<file path="config.mk">
export PLATFORM = sky130hd
export DESIGN_NAME = me_frame_scheduler
export DESIGN_NICKNAME = d
export VERILOG_FILES = /design/src/rtl/me_frame_scheduler.sv
export SDC_FILE = /design/constraint.sdc
export NUM_CORES = 1
export LEC_CHECK = 0
export CORE_MARGIN = 2
export CORE_UTILIZATION = 45
export DETAILED_ROUTE_END_ITERATION = 6
export HOLD_SLACK_MARGIN = 0.1
export PLACE_DENSITY = 0.85
export SLEW_MARGIN = 40
export SYNTH_ARGS = -nofsm -noshare
export SYNTH_HDL_FRONTEND = slang
export SYNTH_SLANG_ARGS = --single-unit
</file>
<file path="constraint.sdc">
create_clock -name clk -period 2.45 [get_ports clk]
set_input_delay 0.49 -clock clk [delete_from_list [all_inputs] [get_ports clk]]
set_output_delay 0.49 -clock clk [all_outputs]
set_load 0.01 [all_outputs]
</file>
<file path="src/rtl/me_frame_scheduler.sv">
// me_frame_scheduler: frame-level sequencer for the full-search motion
// estimation core. Walks MB_COLS x MB_ROWS macroblocks in raster order,
// runs one req/ack transaction with the core per macroblock, and forwards
// each captured result over a valid/ready port.
// Optional feature macro: ME_SCHED_STATS_EN adds sad_sum / mb_done counters.
module me_frame_scheduler #(
  parameter int MB_COLS     = 4,
  parameter int MB_ROWS     = 3,
  parameter int SAD_WIDTH   = 16,
  parameter int MVEC_WIDTH  = 12,
  parameter int COORD_WIDTH = 8
) (
  input  logic                   clk,
  input  logic                   rst_n,
  input  logic                   start,
  input  logic                   abort,
  output logic                   busy,
  output logic                   done,
  output logic                   done_aborted,
  output logic [COORD_WIDTH-1:0] mb_x,
  output logic [COORD_WIDTH-1:0] mb_y,
  output logic                   me_req,
  input  logic                   me_ack,
  input  logic [SAD_WIDTH-1:0]   me_min_sad,
  input  logic [MVEC_WIDTH-1:0]  me_min_mvec,
  output logic                   res_valid,
  input  logic                   res_ready,
  output logic [SAD_WIDTH-1:0]   res_sad,
  output logic [MVEC_WIDTH-1:0]  res_mvec,
  output logic [COORD_WIDTH-1:0] res_mb_x,
  output logic [COORD_WIDTH-1:0] res_mb_y
`ifdef ME_SCHED_STATS_EN
  ,
  output logic [SAD_WIDTH+15:0]  sad_sum,
  output logic [15:0]            mb_done
`endif
);

  typedef enum logic [2:0] {
    S_IDLE = 3'd0,
    S_REQ  = 3'd1,
    S_REL  = 3'd2,
    S_PUSH = 3'd3,
    S_FIN  = 3'd4
  } state_t;

  localparam logic [COORD_WIDTH-1:0] LAST_X = COORD_WIDTH'(MB_COLS - 1);
  localparam logic [COORD_WIDTH-1:0] LAST_Y = COORD_WIDTH'(MB_ROWS - 1);

  state_t                 state_q, state_d;
  logic                   abort_pend_q, abort_pend_d;
  logic [COORD_WIDTH-1:0] mb_x_q, mb_x_d;
  logic [COORD_WIDTH-1:0] mb_y_q, mb_y_d;
  logic [SAD_WIDTH-1:0]   res_sad_q, res_sad_d;
  logic [MVEC_WIDTH-1:0]  res_mvec_q, res_mvec_d;
  logic [COORD_WIDTH-1:0] res_mb_x_q, res_mb_x_d;
  logic [COORD_WIDTH-1:0] res_mb_y_q, res_mb_y_d;
  logic                   busy_q, me_req_q, res_valid_q, done_q, done_aborted_q;
  logic                   last_mb;
  logic                   start_accept;

  assign last_mb      = (mb_x_q == LAST_X) && (mb_y_q == LAST_Y);
  assign start_accept = (state_q == S_IDLE) && start && !abort;

  // Next-state, raster counters, result capture and abort bookkeeping.
  always_comb begin
    state_d      = state_q;
    mb_x_d       = mb_x_q;
    mb_y_d       = mb_y_q;
    res_sad_d    = res_sad_q;
    res_mvec_d   = res_mvec_q;
    res_mb_x_d   = res_mb_x_q;
    res_mb_y_d   = res_mb_y_q;
    // An abort arriving in the decision cycle itself already counts.
    abort_pend_d = abort_pend_q | (abort && (state_q != S_IDLE));
    case (state_q)
      S_IDLE: begin
        mb_x_d = '0;
        mb_y_d = '0;
        if (start_accept) state_d = S_REQ;
      end
      S_REQ: begin
        if (me_ack) begin
          res_sad_d  = me_min_sad;
          res_mvec_d = me_min_mvec;
          res_mb_x_d = mb_x_q;
          res_mb_y_d = mb_y_q;
          state_d    = S_REL;
        end
      end
      S_REL: begin
        // Core must drop ack (re-arm) before anything else happens.
        if (!me_ack) state_d = abort_pend_d ? S_FIN : S_PUSH;
      end
      S_PUSH: begin
        if (res_ready) begin
          if (abort_pend_d || last_mb) begin
            state_d = S_FIN;
          end else begin
            state_d = S_REQ;
            if (mb_x_q == LAST_X) begin
              mb_x_d = '0;
              mb_y_d = mb_y_q + COORD_WIDTH'(1);
            end else begin
              mb_x_d = mb_x_q + COORD_WIDTH'(1);
            end
          end
        end
      end
      S_FIN: begin
        abort_pend_d = 1'b0;
        state_d      = S_IDLE;
      end
      default: begin
        state_d = S_IDLE;
      end
    endcase
  end

  // State, datapath and registered decoded outputs.
  always_ff @(posedge clk or negedge rst_n) begin
    if (!rst_n) begin
      state_q        <= S_IDLE;
      abort_pend_q   <= 1'b0;
      mb_x_q         <= '0;
      mb_y_q         <= '0;
      res_sad_q      <= '0;
      res_mvec_q     <= '0;
      res_mb_x_q     <= '0;
      res_mb_y_q     <= '0;
      busy_q         <= 1'b0;
      me_req_q       <= 1'b0;
      res_valid_q    <= 1'b0;
      done_q         <= 1'b0;
      done_aborted_q <= 1'b0;
    end else begin
      state_q        <= state_d;
      abort_pend_q   <= abort_pend_d;
      mb_x_q         <= mb_x_d;
      mb_y_q         <= mb_y_d;
      res_sad_q      <= res_sad_d;
      res_mvec_q     <= res_mvec_d;
      res_mb_x_q     <= res_mb_x_d;
      res_mb_y_q     <= res_mb_y_d;
      busy_q         <= (state_d != S_IDLE);
      me_req_q       <= (state_d == S_REQ);
      res_valid_q    <= (state_d == S_PUSH);
      done_q         <= (state_d == S_FIN);
      done_aborted_q <= (state_d == S_FIN) && abort_pend_d;
    end
  end

  assign busy         = busy_q;
  assign me_req       = me_req_q;
  assign res_valid    = res_valid_q;
  assign done         = done_q;
  assign done_aborted = done_aborted_q;
  assign mb_x         = mb_x_q;
  assign mb_y         = mb_y_q;
  assign res_sad      = res_sad_q;
  assign res_mvec     = res_mvec_q;
  assign res_mb_x     = res_mb_x_q;
  assign res_mb_y     = res_mb_y_q;

`ifdef ME_SCHED_STATS_EN
  logic [SAD_WIDTH+15:0] sad_sum_q, sad_sum_d;
  logic [15:0]           mb_done_q, mb_done_d;
  logic [SAD_WIDTH+16:0] sad_sum_ext;
  logic                  res_accept;

  assign res_accept  = res_valid_q && res_ready;
  assign sad_sum_ext = {1'b0, sad_sum_q} + (SAD_WIDTH+17)'(res_sad_q);

  // Saturating per-frame statistics, cleared by an accepted start.
  always_comb begin
    sad_sum_d = sad_sum_q;
    mb_done_d = mb_done_q;
    if (start_accept) begin
      sad_sum_d = '0;
      mb_done_d = '0;
    end else if (res_accept) begin
      sad_sum_d = sad_sum_ext[SAD_WIDTH+16] ? '1 : sad_sum_ext[SAD_WIDTH+15:0];
      if (mb_done_q != 16'hFFFF) mb_done_d = mb_done_q + 16'd1;
    end
  end

  // Statistics registers.
  always_ff @(posedge clk or negedge rst_n) begin
    if (!rst_n) begin
      sad_sum_q <= '0;
      mb_done_q <= '0;
    end else begin
      sad_sum_q <= sad_sum_d;
      mb_done_q <= mb_done_d;
    end
  end

  assign sad_sum = sad_sum_q;
  assign mb_done = mb_done_q;
`endif

endmodule

</file>
==> results.json, run 1 <==
{
  "finalNetCount": 382,
  "initial_core_util_pct": 46.7,
  "min_period_over_period_pct": 88.1,
  "synth_seq_area_share_pct": 57.8,
  "end_kind": "flip-flop",
  "cts.sink_count": 69,
  "vias_per_cell": 5.32,
  "powerDensity_nw_per_um2": 895,
  "fp.dieArea_sq_um": 7300,
  "run_status": "complete, no violations",
  "multi_input_area_sq_um": 1190,
  "synth_xor_area_share_pct": 1.76,
  "post_layout_util_pct": 66.8,
  "die_height_um": 85.5,
  "ys_ff_latch": 69,
  "drv_cap": 0,
  "max-vdd-ir-drop_v": 0.000571,
  "synth_largest_area_cell": "dfrtp_1",
  "ys_async_sr_fraction_pct": 100,
  "synth_warn": 0,
  "clockRootBuffer": "clkbuf_8",
  "cts-root-to-sink-buffers": 2,
  "die_w_um": 85.5,
  "detail-route-antenna-nets": 0,
  "synthesis.area_per_instance_sq_um": 12.6,
  "diodes": 0,
  "holdCritPathClass": "reg2reg",
  "power_leakage_nw": 1.82,
  "core_area_sq_um": 6390,
  "area_growth_pct": 42.8,
  "synth_edf_count": 0,
  "cts_setup_buffers": 0,
  "yosysUniqueCellTypes": 44,
  "synth-compound-area-share_pct": 4.90,
  "antenna_found_initial": 0,
  "synthesis.area_sq_um": 2990,
  "max_clock_freq_ghz": 0.463,
  "report.final.hold_viol_count": 0,
  "combinational_family_with_the_most_area_after_synthesis": "multiplexers",
  "globalRouteOverflowTotal": 0,
  "num_vias": 2260,
  "insertion_delay_ps": 340,
  "post_synth_and_or_nand_nor_area_fraction_pct": 14.3,
  "synthAdderAreaFrac_pct": 1.26,
  "drt_wl_total_um": 6590,
  "finalClockSkew_ps": 10.5,
  "crit_fanout": 8,
  "synth.top_cell.area_share_pct": 57.8,
  "rsz0062_at_grt": "false",
  "io_pins": 99,
  "final.min_clock_period_ps": 2160,
  "cp.arrival_ps": 2420,
  "worst_ep_required_time_ps": 2710,
  "count_of_endpoints_failing_setup_in_the_final_report": 0,
  "postSynthNetCount": 274,
  "detail_route.wl_per_cell_um": 15.5,
  "synth_top_cells_by_area": "dfrtp_1 58%, mux2_2 17%, nor2_1 2.5%",
  "port-buffer-count": 98,
  "wire_length_of_the_first_global_routing_pass_um": 10900,
  "crit_type": "reg2reg",
  "syn_inst_count": 237,
  "firstDrtPassIters": 4,
  "setup_tns_ps": 0,
  "placement_rows": 29,
  "cts_tree": "done",
  "first_global_vias": 2341,
  "post_route_cells_drive_above_1_share_pct": 22.7,
  "cts.clk_slew.worst_paths_ps": 70,
  "fillCellCount": 491,
  "drt_iter0_drc": 129,
  "htree_num_levels": 3,
  "timing.max_slew.rel_slack_pct": 69.4,
  "post_synth_mux_area_share_pct": 17.3,
  "ff_latch_area_sq_um": 1730,
  "cts_inserted_buffers": 9,
  "maxSlewViolCount": 0,
  "place_hpwl_um": 4770,
  "gpl.final_weighted_congestion": 0.825,
  "reg2reg_setup_slack_ps": 290,
  "grt_max_degree": 55,
  "post_cts_resize_count": 0,
  "drc_errors": 0,
  "tightestPinTransition_ps": 457,
  "critical_path.startpoint_type": "flip-flop",
  "gr-usage-all-layers_pct": 19.1,
  "synth_flop_cell": "dfrtp_1"
}
-- state kept, by name (all words and copies together) (netlist names), 3 cells and up --
register  cells
res_sad      16
res_mvec     12
mb_x          8
mb_y          8
res_mb_x      8
res_mb_y      8
state_q       3
-- cell type report --
class	count	area share [%]
timing repair buffer	108	25.0
multi-input combinational	153	28.0
inverter	4	0.352
clock inverter	2	0.235
clock buffer	12	3.64
tap	77	2.26
sequential	69	40.5
-- synthesized netlist by cell type (2+ instances only) --
master,instances
a21oi_1,6
a31o_2,2
and3_1,2
and3_2,2
buf_1,4
buf_6,3
clkbuf_1,3
dfrtp_1,69
ha_1,3
inv_1,4
mux2_2,44
mux2i_1,2
nand2_1,9
nand3_1,11
nand3b_1,3
nand4_1,7
nor2_1,20
nor3_1,3
nor4_1,3
o21ai_0,6
o21ai_1,2
or3_1,3
xnor2_1,3
xor2_1,3
-- layout by cell type (no fill, tap or decap), types with 2 or more instances in the layout --
cell type and instances:
a21oi_1 6, nand2_1 9, and3_1 2, o21ai_0 6
inv_1 4, ha_1 3, mux2_2 44, dfrtp_1 69
mux2i_1 2, buf_4 8, clkdlybuf4s50_1 97, nor4_1 3
nand3_1 11, nand4_1 7, nand3b_1 3, clkinv_2 2
a31o_2 2, nor2_1 20, o21ai_1 2, and3_2 2
nor3_1 3, or3_1 3, xor2_1 3, clkbuf_8 11
xnor2_1 3
-- per-layer routing --
metal | vias to the layer above | share of wire, % | track usage [%]
li1 | 1061 | - | -
met1 | 1113 | 41 | 23.0
met4 | 0 | 1.2 | 7.65
met5 | - | 0 | 0
met3 | 7 | 7.9 | 7.10
met2 | 79 | 50 | 31.1
-- report_power, final --
group | total (mW) | switching (mW) | leakage, nW | internal (mW)
Sequential | 1.61 | 0.183 | 0.895 | 1.43
Clock | 0.802 | 0.394 | 0.0881 | 0.408
Combinational | 1.40 | 0.554 | 0.839 | 0.847
-- worst max-delay path, stage by stage, from the launching register on --
cell,delay [ps]
dfrtp_1,430
ha_1,270
nor4b_4,280
nand2_2,180
or3_1,410
or3_1,360
a21oi_1,140
-- path summary, 6_finish.rpt --
check,start,end,cells after the start
worst min-delay path,res_sad[5],res_sad[5],1
worst min register to register,res_sad[5],res_sad[5],1
max in group asynchronous,rst_n,res_sad[12],3
worst max register to register,mb_x[1],mb_y[6],6
min in group asynchronous,rst_n,res_mvec[3],2
worst max-delay path,mb_x[1],mb_y[6],6
-- kinds of logic after synthesis --
kind of cell               after synthesis
and+or+nand+nor                         75
DFF                                     69
muxes                                   46
AOI/OAI and AO/OA                       23
buffers and inverters                   15
xor gates and xnor gates                 6
adders and majority gates                3
-- per-stage QoR --
step	hold WS (ps)	worst slack (ps)	cells	total power [mW]	instance area, sq um
floorplan	194	359	237	2.32	2990
global placement	421	216	410	2.99	4090
detailed placement	429	182	410	3.05	4090
CTS	509	271	425	3.86	4260
global route	516	143	425	4.05	4260
finish	505	291	425	3.82	4260
-- timing repair --
| action | CTS | global route |
|---|---|---|
| hold buffers | 1 | 0 |
| endpoints found under the setup margin | 0 | 0 |
| hold endpoints to repair | 15 | 0 |
(Power assumes the default switching activity.)
==> inputs of run 2 (changes only) <==
--- a/config.mk
+++ b/config.mk
@@ -7,6 +7,7 @@
 export LEC_CHECK = 0
 export CORE_MARGIN = 2
 export CORE_UTILIZATION = 45
+export CTS_CLUSTER_DIAMETER = 60
 export DETAILED_ROUTE_END_ITERATION = 6
 export HOLD_SLACK_MARGIN = 0.1
 export PLACE_DENSITY = 0.85
==> results of run 2 <==
Final layout, timing and power as in run 1 (identical DEF).
